[src/rtl/bram_seq_pkg.sv]
// Shared types for the backup-RAM sector sequencer: FSM state encoding and slot-index width.
package bram_seq_pkg;

  typedef enum logic [1:0] {
    ST_IDLE = 2'd0,
    ST_REQ  = 2'd1,
    ST_XFER = 2'd2,
    ST_END  = 2'd3
  } state_t;

  function automatic int slot_w(input int slots);
    return (slots <= 1) ? 1 : $clog2(slots);
  endfunction

endpackage

[src/rtl/bram_seq_timer.sv]
// Watchdog counter: cleared on restart, counts while run is high, saturates at TIMEOUT.
// expired is decoded from the count register, so it rises the cycle after the final increment.
module bram_seq_timer #(
  parameter int TIMEOUT = 1 << 24
) (
  input  logic clk_sys,
  input  logic reset_n,
  input  logic restart,
  input  logic run,
  output logic expired
);

  localparam int CNT_W = $clog2(TIMEOUT + 1);

  logic [CNT_W-1:0] r_cnt;

  assign expired = (r_cnt == CNT_W'(TIMEOUT));

  always_ff @(posedge clk_sys or negedge reset_n) begin
    if (!reset_n) begin
      r_cnt <= '0;
    end else if (restart) begin
      r_cnt <= '0;
    end else if (run && !expired) begin
      r_cnt <= r_cnt + 1'b1;
    end
  end

endmodule

[src/rtl/bram_sector_seq.sv]
// Streams one save slot of backup RAM to/from SD, one sector per sd_rd/sd_wr handshake.
// Each sector waits indefinitely on sd_ack, bounded by the watchdog; busy is combinational, the rest registered.
module bram_sector_seq
  import bram_seq_pkg::*;
#(
  parameter  int SECTORS = 128,
  parameter  int SLOTS   = 1,
  parameter  int TIMEOUT = 1 << 24,
  localparam int SLOT_W  = slot_w(SLOTS)
) (
  input  logic              clk_sys,
  input  logic              reset_n,
  input  logic              enable,
  input  logic              load_req,
  input  logic              save_req,
  input  logic              mount_load,
  input  logic              change,
  input  logic              osd_open,
  input  logic              autosave_en,
  input  logic [SLOT_W-1:0] slot,
  output logic [31:0]       sd_lba,
  output logic              sd_rd,
  output logic              sd_wr,
  input  logic              sd_ack,
  output logic              loading,
  output logic              busy,
  output logic              pending,
  output logic              done,
  output logic              error
);

  localparam logic [31:0] LAST_OFS = 32'(SECTORS - 1);

  state_t      r_state, w_state_nxt;
  logic [31:0] r_lba, w_lba_nxt;
  logic [31:0] r_base, w_base_nxt;
  logic        r_rd, w_rd_nxt;
  logic        r_wr, w_wr_nxt;
  logic        r_loading, w_loading_nxt;
  logic        r_pending, w_pending_nxt;
  logic        r_done, w_done_nxt;
  logic        r_error, w_error_nxt;
  logic        r_load_d, r_save_d, r_arm;

  logic        w_save_lvl, w_save_trig, w_load_trig, w_save_start;
  logic        w_expired, w_restart, w_run;
  logic [31:0] w_slot_base;

  // r_arm masks the first cycle after reset so levels already high then are absorbed into the edge history.
  assign w_save_lvl  = save_req | (r_pending & osd_open & autosave_en);
  assign w_save_trig = r_arm & w_save_lvl & ~r_save_d;
  assign w_load_trig = r_arm & ((load_req & ~r_load_d) | mount_load);
  assign w_slot_base = 32'(slot) * 32'(SECTORS);

  assign w_restart = (w_state_nxt != r_state);
  assign w_run     = (r_state == ST_REQ) || (r_state == ST_XFER);

  bram_seq_timer #(.TIMEOUT(TIMEOUT)) u_timer (
    .clk_sys (clk_sys),
    .reset_n (reset_n),
    .restart (w_restart),
    .run     (w_run),
    .expired (w_expired)
  );

  always_comb begin
    w_state_nxt   = r_state;
    w_lba_nxt     = r_lba;
    w_base_nxt    = r_base;
    w_rd_nxt      = r_rd;
    w_wr_nxt      = r_wr;
    w_loading_nxt = r_loading;
    w_done_nxt    = 1'b0;
    w_error_nxt   = r_error;
    w_save_start  = 1'b0;
    case (r_state)
      ST_IDLE: begin
        if (enable && (w_load_trig || w_save_trig)) begin
          w_state_nxt   = ST_REQ;
          w_base_nxt    = w_slot_base;
          w_lba_nxt     = w_slot_base;
          w_loading_nxt = w_load_trig;
          w_rd_nxt      = w_load_trig;
          w_wr_nxt      = ~w_load_trig;
          w_error_nxt   = 1'b0;
          w_save_start  = ~w_load_trig;
        end
      end
      ST_REQ, ST_XFER: begin
        if (w_expired) begin
          w_state_nxt   = ST_IDLE;
          w_rd_nxt      = 1'b0;
          w_wr_nxt      = 1'b0;
          w_loading_nxt = 1'b0;
          w_error_nxt   = 1'b1;
        end else if (r_state == ST_REQ) begin
          if (sd_ack) begin
            w_state_nxt = ST_XFER;
            w_rd_nxt    = 1'b0;
            w_wr_nxt    = 1'b0;
          end
        end else if (!sd_ack) begin
          if ((r_lba - r_base) == LAST_OFS) begin
            w_state_nxt = ST_END;
            w_done_nxt  = 1'b1;
          end else begin
            w_state_nxt = ST_REQ;
            w_lba_nxt   = r_lba + 32'd1;
            w_rd_nxt    = r_loading;
            w_wr_nxt    = ~r_loading;
          end
        end
      end
      ST_END: begin
        w_state_nxt   = ST_IDLE;
        w_loading_nxt = 1'b0;
      end
      default: w_state_nxt = ST_IDLE;
    endcase
    // A fresh change outranks the clear from a save starting in the same cycle.
    w_pending_nxt = (change & ~osd_open) ? 1'b1 : (w_save_start ? 1'b0 : r_pending);
  end

  always_ff @(posedge clk_sys or negedge reset_n) begin
    if (!reset_n) begin
      r_state   <= ST_IDLE;
      r_lba     <= '0;
      r_base    <= '0;
      r_rd      <= 1'b0;
      r_wr      <= 1'b0;
      r_loading <= 1'b0;
      r_pending <= 1'b0;
      r_done    <= 1'b0;
      r_error   <= 1'b0;
      r_load_d  <= 1'b0;
      r_save_d  <= 1'b0;
      r_arm     <= 1'b0;
    end else begin
      r_state   <= w_state_nxt;
      r_lba     <= w_lba_nxt;
      r_base    <= w_base_nxt;
      r_rd      <= w_rd_nxt;
      r_wr      <= w_wr_nxt;
      r_loading <= w_loading_nxt;
      r_pending <= w_pending_nxt;
      r_done    <= w_done_nxt;
      r_error   <= w_error_nxt;
      r_load_d  <= load_req;
      r_save_d  <= w_save_lvl;
      r_arm     <= 1'b1;
    end
  end

  assign sd_lba  = r_lba;
  assign sd_rd   = r_rd;
  assign sd_wr   = r_wr;
  assign loading = r_loading;
  assign pending = r_pending;
  assign done    = r_done;
  assign error   = r_error;
  assign busy    = (r_state != ST_IDLE);

endmodule

[config.mk]
export PLATFORM = sky130hd
export DESIGN_NAME = bram_sector_seq
export DESIGN_NICKNAME = d
export VERILOG_FILES = /design/src/rtl/bram_seq_pkg.sv /design/src/rtl/bram_seq_timer.sv /design/src/rtl/bram_sector_seq.sv
export SDC_FILE = /design/constraint.sdc
export NUM_CORES = 1
export LEC_CHECK = 0
export ABC_AREA = 1
export BUFFER_PORTS_ARGS = -buffer_cell sky130_fd_sc_hd__buf_2
export CORE_MARGIN = 2
export CORE_UTILIZATION = 50
export CTS_CLUSTER_DIAMETER = 50
export DETAILED_ROUTE_END_ITERATION = 8
export MAX_ROUTING_LAYER = met4
export PLACE_DENSITY = 0.69
export RECOVER_POWER = 25
export SYNTH_ARGS = -nofsm -noshare
export SYNTH_HDL_FRONTEND = slang
export SYNTH_SLANG_ARGS = --single-unit
[constraint.sdc]
create_clock -name clk_sys -period 7.1 [get_ports clk_sys]
set_clock_uncertainty 0.15 [all_clocks]
set_input_delay 0.355 -clock clk_sys [delete_from_list [all_inputs] [get_ports clk_sys]]
set_output_delay 0.355 -clock clk_sys [all_outputs]
set_load 0.05 [all_outputs]
==> flow_summary.yaml, run 1 <==
drt:
  postRouteAntennaNets: 0
  drc: 0
  wl_met3_um: 773
  route.met2.wl_um: 5740
  vias_per_cell: 5.39
  wl_met1_um: 6230
  top_layer_used: "met4"
  wl_per_cell_um: 14.6
  drtPass1Iterations: 5
  drt-total-wl_um: 13000
  vias: 4772
  drtIter0Drc: 537
timing:
  rsz0062_at_grt: "no"
  max_freq_mhz: 246
  slew_viol_final: 70
  fin_tns_setup_ps: 0
  fin_crit_ps: 4070
  finalSetupViolCount: 0
  maxSlewHeadroom: -1.46
  period_share: 0.573
  hold_viol: 0
  tightest_slew_ps: 3690
synth:
  yosys-top-cells-count: "186 x nand2_1, 124 x nor2_1, 69 x dfrtp_1"
  synth.ff_latch_count: 69
  synthFlopType: "dfrtp_1"
  ys_async_sr_fraction: 1.00
  synth.top_cell.area_share: 0.353
  synthesis.instances: 707
  avgSynthCellArea_um2: 6.92
  syn_area_um2: 4890
  yosysTopAreaCell: "dfrtp_1"
  synth_cell_types: 37
  synth_area_leaders: "dfrtp_1 35%, nand2_1 14%, nor2_1 9.5%"
  ys_seq_area_frac: 0.353
  synth_enable_flop_cells: 0
  syn_nets: 726
  synth_most_common_cell: "nand2_1"
  ys_warn_count: 0
worst_setup_path:
  cp_max_fo: 37
  slowest_delay_ps: 930
  crit_buf_inv: 3
  r2r_slack_ps: 3030
  crit_path_end_kind: "register"
  critPathSlowestCell: "ha_1"
  rr_startpoint: "r_state[0]"
  cp.arrival_ps: 4190
  setup.worst_path.end: "sd_lba[16]"
  cp-startpoint: "r_state[0]"
  crit_type: "register to register"
  cp.depth: 10
  worst_setup_path_start_kind: "register"
  rr_worst_depth: 10
  reg2reg_to: "sd_lba[16]"
  worstPathRequired_ps: 7220
  crit_family: "simple AND/OR/NAND/NOR gates"
  worstPathCellList: "inv_1, ha_1, nand2_1, inv_1, nand3_1, nand2_1, o21ai_4, inv_4, nand3_1, o21ai_2"
floorplanning:
  io_pins: 50
  core_um2: 9640
  start_util: 0.508
  die_area_um2: 10600
  die_h_um: 103
  dieWidth_um: 103
  num_rows: 36
cts:
  cts_tree: "done"
  numClockSinks: 69
  cts-root-buf: "clkbuf_8"
  htreeDepth: 3
  clk_latency_ps: 350
  cts.path.max_buffers: 2
  cts_buffers: 9
  path_clk_slew_ps: 80
grt:
  grt_pass1_wl_um: 21500
  grt_max_degree: 70
  antenna_found_initial: 0
  grt.overflow.total: 0
  grt_usage: 0.267
  grt_pass1_vias: 4435
place:
  port_buffers: 49
  gp_congestion: 0.931
  dpl.hpwl_um: 9540
min_path:
  holdPathStages: 2
  worstHoldPathType: "primary input to register"
power:
  ir_drop_v: 0.000247
  total_power_mw: 1.86
  powerDensity_nw_per_um2: 345
  power.leakage_nw: 2.47
cells_and_area:
  area_growth_pct: 9.97
  fill_cells: 993
  post_route_cells_drive_above_1_share: 0.132
  nNetsFinal: 766
  antennaDiodeCount: 0
  largest_register_ff_count: 32
outcome:
  violations: "capacitance limit, slew limit"
  outcome: "finished with violations"
job:
  maxCapViolations: 1
-- where the power goes --
group	switching, mW	internal (mW)
clock network	0.160	0.146
registers	0.0772	0.440
logic	0.762	0.271
-- cells by family (layout without fill, tap and decap cells) --
group                      Yosys count  after routing  share of synthesized area
AOI/OAI and AO/OA                   55             55                     0.0701
xor gates and xnor gates            45             45                     0.0805
adders and majority gates            8              8                     0.0205
buffers and inverters               89            134                     0.0770
DFF                                 69             69                      0.353
other                                1              1                   0.000766
and+or+nand+nor                    440            440                      0.398
-- final cells by class --
cell class	instances	area, um2	area share
sequential	69	1730	0.321
multi-input combinational	549	2790	0.518
inverter	67	254	0.0472
clock buffer	11	151	0.0281
clock inverter	5	33.8	0.00628
tap	133	166	0.0309
timing repair buffer	51	259	0.0481
-- cell usage in the layout (no fill, tap or decap), drive strengths merged --
cell type | Yosys | routed
a32o | 1 | 1
nor2 | 136 | 136
dlygate4sd3 | 0 | 1
and2 | 1 | 1
or2 | 1 | 1
o21ai | 44 | 44
nand4 | 21 | 21
xor2 | 34 | 34
clkinv | 1 | 3
xnor2 | 11 | 11
nor3 | 23 | 23
a31o | 1 | 1
a21oi | 6 | 6
nor4 | 10 | 10
nand3 | 55 | 55
inv | 66 | 67
nor3b | 3 | 3
nand3b | 2 | 2
ha | 8 | 8
clkinvlp | 0 | 2
a21boi | 1 | 1
dfrtp | 69 | 69
clkbuf | 11 | 12
buf | 11 | 49
conb | 1 | 1
nand2 | 188 | 188
o32ai | 2 | 2
-- per-layer routing --
| metal | vias up | global-route usage |
|---|---|---|
| met3 | 16 | 0.0434 |
| met5 | - | - |
| met2 | 152 | 0.393 |
| li1 | 2347 | - |
| met4 | 0 | 0.0658 |
| met1 | 2257 | 0.384 |
-- worst reg2reg max path, delay by kind of cell (launching register included) --
family	cells	cell delay (ps)
buf+inv	3	1060
compound gates	2	330
flops	1	420
fa+ha+maj	1	930
simple gates	4	1100
-- what timing repair did --
action / CTS / global route
hold endpoints to repair: 1 / 0
resized for setup: 0 / 0
hold buffers: 1 / 0
buffers inserted: 0 / 0
setup endpoints to repair: 0 / 0
-- how the worst min path moves through the flow --
stage               slack (ps)        to  startpoint
global placement           310     sd_rd       sd_rd
floorplan                  -90      done     reset_n
CTS                         50   pending    osd_open
finish                      60   pending    osd_open
global route                50  r_save_d    save_req
detailed placement         310     sd_rd       sd_rd
-- per-stage QoR --
step                worst slack, ps  hold WS (ps)  instances  utilization  area [um2]
floorplan                      4110         -90.6        707            -        4890
global placement               3360           315        868        0.538        5190
detailed placement             3220           310        868        0.538        5190
CTS                            3150          47.1        885        0.559        5390
global route                   2550          53.1        885        0.558        5380
finish                         3030          55.2        885        0.558        5380
(Power assumes the default switching activity.)
==> run 2: changes to the inputs <==
==> constraint.sdc (replaced) <==
create_clock -name clk_sys -period 4.2 [get_ports clk_sys]
set_clock_uncertainty 0.15 [all_clocks]
set_input_delay 0.21 -clock clk_sys [delete_from_list [all_inputs] [get_ports clk_sys]]
set_output_delay 0.21 -clock clk_sys [all_outputs]
set_load 0.05 [all_outputs]
==> run 2 against run 1 <==
Net effect: the flow still finishes with violations (capacitance limit, slew limit); non-clock buffer count grew 10; sequential cell count stayed put; combinational power grew 74%; fmax is 28% higher; global-route usage rose by 0.61 points.
==> flow_summary.yaml, run 2 (synthesized netlist as in run 1, its figures left out) <==
outcome:
  outcome: "finished with violations"
  violations: "capacitance limit, slew limit"
drt:
  drtIter0Drc: 326
  vias_per_cell: 5.37
  drtPass1Iterations: 5
  drc: 0
  vias: 4808
  wl_per_cell_um: 14.8
  postRouteAntennaNets: 0
  drt-total-wl_um: 13200
worst_setup_path:
  worstPathCellList: "inv_1, ha_1, ha_1, nand3_2, nor2_4, nand2_1, nand2_1, nand2_1, nor2_1, nand3_1, nor2_1, nand3_2, nand2_1, nand2_1, nand3_1, nand3_2, nor2_1"
  crit_family: "simple AND/OR/NAND/NOR gates"
  r2r_slack_ps: 1020
  critPathSlowestCell: "dfrtp_1"
  cp_max_fo: 25
  cp.depth: 17
  crit_buf_inv: 1
  reg2reg_to: "u_timer.r_cnt[18]"
  rr_worst_depth: 17
  worstPathRequired_ps: 4320
  cp-startpoint: "sd_lba[7]"
  worst_setup_path_start_kind: "register"
  rr_startpoint: "sd_lba[7]"
  crit_path_end_kind: "register"
  crit_type: "register to register"
  cp.arrival_ps: 3290
  slowest_delay_ps: 450
  setup.worst_path.end: "u_timer.r_cnt[18]"
  crit_top_cell: "nand2_1"
grt:
  grt.overflow.total: 0
  grt_pass1_wl_um: 21800
  grt_pass1_vias: 4483
  grt_usage: 0.273
  antenna_found_initial: 0
  grt_max_degree: 43
floorplanning:
  start_util: 0.508
  die_area_um2: 10600
  core_um2: 9640
  io_pins: 50
  die_h_um: 103
  num_rows: 36
  dieWidth_um: 103
timing:
  postLayoutSetupSlackWorst_ps: 1020
  slew_viol_final: 43
  tightest_slew_ps: 2460
  hold_viol: 0
  period_share: 0.756
  max_freq_mhz: 315
  hold_ws_ps: 162
  fin_tns_setup_ps: 0
  rsz0062_at_grt: "no"
  maxSlewHeadroom: -0.638
  fin_crit_ps: 3180
  finalSetupViolCount: 0
cells_and_area:
  area_growth_pct: 11.1
  fill_cells: 1009
  antennaDiodeCount: 0
  mostFrequentLayoutCells: "186 x nand2_1, 124 x nor2_1, 69 x dfrtp_1"
  nNetsFinal: 776
  post_route_cells_drive_above_1_share: 0.113
  stdcell_area_um2: 5440
  largest_register_ff_count: 32
  mostFrequentLayoutCell: "nand2_1"
place:
  gp_congestion: 0.986
  dp_slack_ps: 1050
  postPlaceCellArea_um2: 5220
  dpl.hpwl_um: 9940
  port_buffers: 49
cts:
  path_clk_slew_ps: 80
  numClockSinks: 69
  cts-root-buf: "clkbuf_8"
  cts_buffers: 9
  cts_hold_buf: 7
  cts_tree: "done"
  htreeDepth: 3
  cts_setup_buffers: 0
  cts_resized: 0
  cts.path.max_buffers: 2
  clk_latency_ps: 360
power:
  power.leakage_nw: 2.44
  powerDensity_nw_per_um2: 580
  ir_drop_v: 0.000412
job:
  maxCapViolations: 1
min_path:
  worstHoldPathType: "primary input to register"
-- run 2: final cells by class --
cell class,count,area (um2),area share
clock inverters,6,38.8,0.00714
well taps,133,166,0.0306
repair buffers,61,332,0.0610
clock buffers,10,128,0.0235
inverters,67,254,0.0467
flip-flops and latches,69,1730,0.318
multi-input cells,549,2790,0.513
-- run 2: where the power goes --
part	leakage [nW]	internal, mW	switching [mW]
Combinational	1.43	0.490	1.30
Sequential	0.933	0.744	0.128
Clock	0.0824	0.213	0.277
-- run 2: worst min-delay path: stages --
cell,delay [ps]
buf_2,140
nor2_1,70
nand4_1,140
nor2_1,60
-- run 2: worst min-delay path by stage --
stage,start,to,cells after the start
after floorplan,reset_n,done,0
after global placement,load_req,r_load_d,1
after detailed placement,load_req,r_load_d,1
after CTS,sd_ack,done,4
after global routing,sd_ack,done,4
final,sd_ack,done,4
-- run 2: stage by stage --
| stage | utilization | power (mW) | std cells |
|---|---|---|---|
| 2_1_floorplan | - | 2.29 | 707 |
| 3_3_place_gp | 0.542 | 2.64 | 872 |
| 3_5_place_dp | 0.542 | 2.67 | 872 |
| 4_1_cts | 0.566 | 3.17 | 895 |
| 5_1_grt | 0.564 | 3.42 | 895 |
| 6_report | 0.564 | 3.15 | 895 |
-- run 2: per-layer routing --
| metal | wire [um] | global-route usage | vias up |
|---|---|---|---|
| met5 | 0 | - | - |
| met4 | 290 | 0.0962 | 0 |
| met3 | 885 | 0.0447 | 23 |
| met2 | 5750 | 0.399 | 177 |
| met1 | 6290 | 0.383 | 2238 |
| li1 | - | - | 2370 |
==> run 3: changes to the inputs <==
--- a/config.mk
+++ b/config.mk
@@ -12,7 +12,7 @@
 export CTS_CLUSTER_DIAMETER = 50
 export DETAILED_ROUTE_END_ITERATION = 8
 export MAX_ROUTING_LAYER = met4
-export PLACE_DENSITY = 0.69
+export PLACE_DENSITY = 0.72
 export RECOVER_POWER = 25
 export SYNTH_ARGS = -nofsm -noshare
 export SYNTH_HDL_FRONTEND = slang
==> constraint.sdc (replaced) <==
create_clock -name clk_sys -period 2.83 [get_ports clk_sys]
set_clock_uncertainty 0.15 [all_clocks]
set_input_delay 0.1415 -clock clk_sys [delete_from_list [all_inputs] [get_ports clk_sys]]
set_output_delay 0.1415 -clock clk_sys [all_outputs]
set_load 0.05 [all_outputs]
==> run 3 against run 2 <==
Net effect: the flow still finishes with violations (capacitance limit, slew limit); worst hold slack got worse by 66 ps; die area is the same; sequential cell count stayed put; routed wire length rose by 0.13%; core utilization grew 2.1 points; design area rose by 3.7%; register-to-register slack got worse by 830 ps; power increased by 58%; clock power rose by 72%; count of clock-buffer cells in the layout grew 1; non-clock buffer count grew 14; critical endpoint is now u_timer.r_cnt[20]; highest routed layer unchanged.
==> flow_summary.yaml, run 3 (synthesized netlist as in run 1, its figures left out) <==
cells_and_area:
  post_route_cells_drive_above_1_share: 0.153
  mostFrequentLayoutCells: "186 x nand2_1, 122 x nor2_1, 68 x dfrtp_1"
  fill_cells: 946
  mostFrequentLayoutCell: "nand2_1"
  nNetsFinal: 790
  seqCellArea_um2: 1730
  multi_input_area_um2: 2820
  final_util: 0.585
  antennaDiodeCount: 0
  largest_register_ff_count: 32
  area_growth_pct: 15.2
timing:
  fin_tns_setup_ps: 0
  period_share: 0.933
  rsz0062_at_grt: "no"
  fin_crit_ps: 2640
  max_freq_mhz: 379
  finalSetupViolCount: 0
  slew_viol_final: 27
  hold_viol: 0
  tightest_slew_ps: 1580
  maxSlewHeadroom: -0.0526
grt:
  grt_pass1_wl_um: 21900
  antenna_found_initial: 0
  grt_usage: 0.272
  grt_max_degree: 30
  grt_pass1_vias: 4536
  grt.overflow.total: 0
cts:
  htreeDepth: 3
  clk_latency_ps: 360
  cts-root-buf: "clkbuf_8"
  numClockSinks: 69
  cts_tree: "done"
  path_clk_slew_ps: 80
  cts.path.max_buffers: 2
  cts_buffers: 9
worst_setup_path:
  cp_max_fo: 25
  worstPathRequired_ps: 2960
  crit_path_end_kind: "register"
  critPathSlowestCell: "dfrtp_1"
  worst_setup_path_start_kind: "register"
  crit_type: "register to register"
  cp.arrival_ps: 2770
  reg2reg_to: "u_timer.r_cnt[20]"
  r2r_slack_ps: 190
  rr_worst_depth: 16
  worstPathCellList: "ha_4, ha_4, nor3b_1, nand3b_1, nor2_1, nand2_1, nor2_1, nand3_1, nor2_2, nand3_2, nand2_1, nand2_1, nand3_1, nand3_2, buf_12, nor2_1"
  rr_startpoint: "r_base[7]"
  slowest_delay_ps: 440
min_path:
  min_from: "sd_ack"
  whs_endpoint: "done"
  worstHoldPathType: "primary input to register"
  holdPathStages: 4
floorplanning:
  num_rows: 36
  dieWidth_um: 103
  die_area_um2: 10600
  core_um2: 9640
  start_util: 0.508
  die_h_um: 103
  io_pins: 50
outcome:
  outcome: "finished with violations"
  violations: "capacitance limit, slew limit"
drt:
  drtPass1Iterations: 6
  vias: 4930
  postRouteAntennaNets: 0
  drtIter0Drc: 519
  vias_per_cell: 5.42
  wl_per_cell_um: 14.6
  drc: 0
  drt-total-wl_um: 13200
power:
  ir_drop_v: 0.000733
  power.leakage_nw: 2.58
  powerDensity_nw_per_um2: 884
place:
  port_buffers: 49
  gp_congestion: 0.975
  dpl.hpwl_um: 9900
job:
  maxCapViolations: 1
## run 3: cell count changes in the layout (fill, tap and decap cells not counted), moves of 2 or more
cell,delta
ha_4,+2
buf_4,+11
buf_2,+13
clkbuf_1,-13
nor2_2,+2
ha_1,-2
clkinv_2,-2
nor2_1,-2
## run 3: power breakdown
group / internal [mW] / total (mW) / switching [mW] / leakage, nW
logic: 0.868 / 2.85 / 1.98 / 1.55
clock network: 0.433 / 0.843 / 0.410 / 0.0959
registers: 1.11 / 1.29 / 0.181 / 0.932
total: 2.41 / 4.98 / 2.57 / 2.58
## run 3: per-layer routing
layer  track usage  vias up  wire, um
met5             -        -         0
met1         0.397     2276      6010
met2         0.387      229      5780
li1              -     2401         -
met4        0.0850        0       248
met3        0.0441       24      1190
## run 3: stage by stage
stage	instance area, um2	cells	hold WS (ps)	setup slack, ps	total power [mW]
CTS	5610	909	83.7	6.88	4.92
finish	5640	909	95.6	191	4.98
detailed placement	5340	886	55.6	20.3	4.07
floorplan	4890	707	-304	27.1	3.40
global placement	5340	886	56.6	163	4.00
global route	5640	909	147	8.55	5.40
## run 3: worst max-delay path by stage
| stage | slack [ps] | to | startpoint |
|---|---|---|---|
| detailed placement | 20 | sd_lba[24] | sd_lba[7] |
| floorplan | 30 | sd_lba[22] | sd_lba[7] |
| global placement | 160 | sd_lba[24] | sd_lba[7] |
| finish | 190 | u_timer.r_cnt[20] | r_base[7] |
| global route | 9 | u_timer.r_cnt[20] | sd_lba[0] |
| CTS | 7 | sd_lba[24] | sd_lba[7] |
## run 3: final cells by class
class / count / area share
Clock buffer: 11 / 0.0251
Clock inverter: 5 / 0.0104
Inverter: 67 / 0.0451
Multi-Input combinational cell: 549 / 0.500
Sequential cell: 69 / 0.307
Tap cell: 133 / 0.0295
Timing Repair Buffer: 75 / 0.0828
## run 3: repair_timing
item                                    4_1_cts  5_1_grt
endpoints found under the setup margin        0       57
hold buffers                                  7        0
buffers inserted                              0        0
gates resized for setup                       0        8
endpoints found under the hold margin        28        0
## run 3: critical path, delay by kind of cell (launching register included)
kind | cells | cell delay, ps
AND/OR/NAND/NOR | 13 | 1340
adder cells (fa/ha/maj) | 2 | 450
flip-flops | 1 | 440
buffers and inverters | 1 | 170
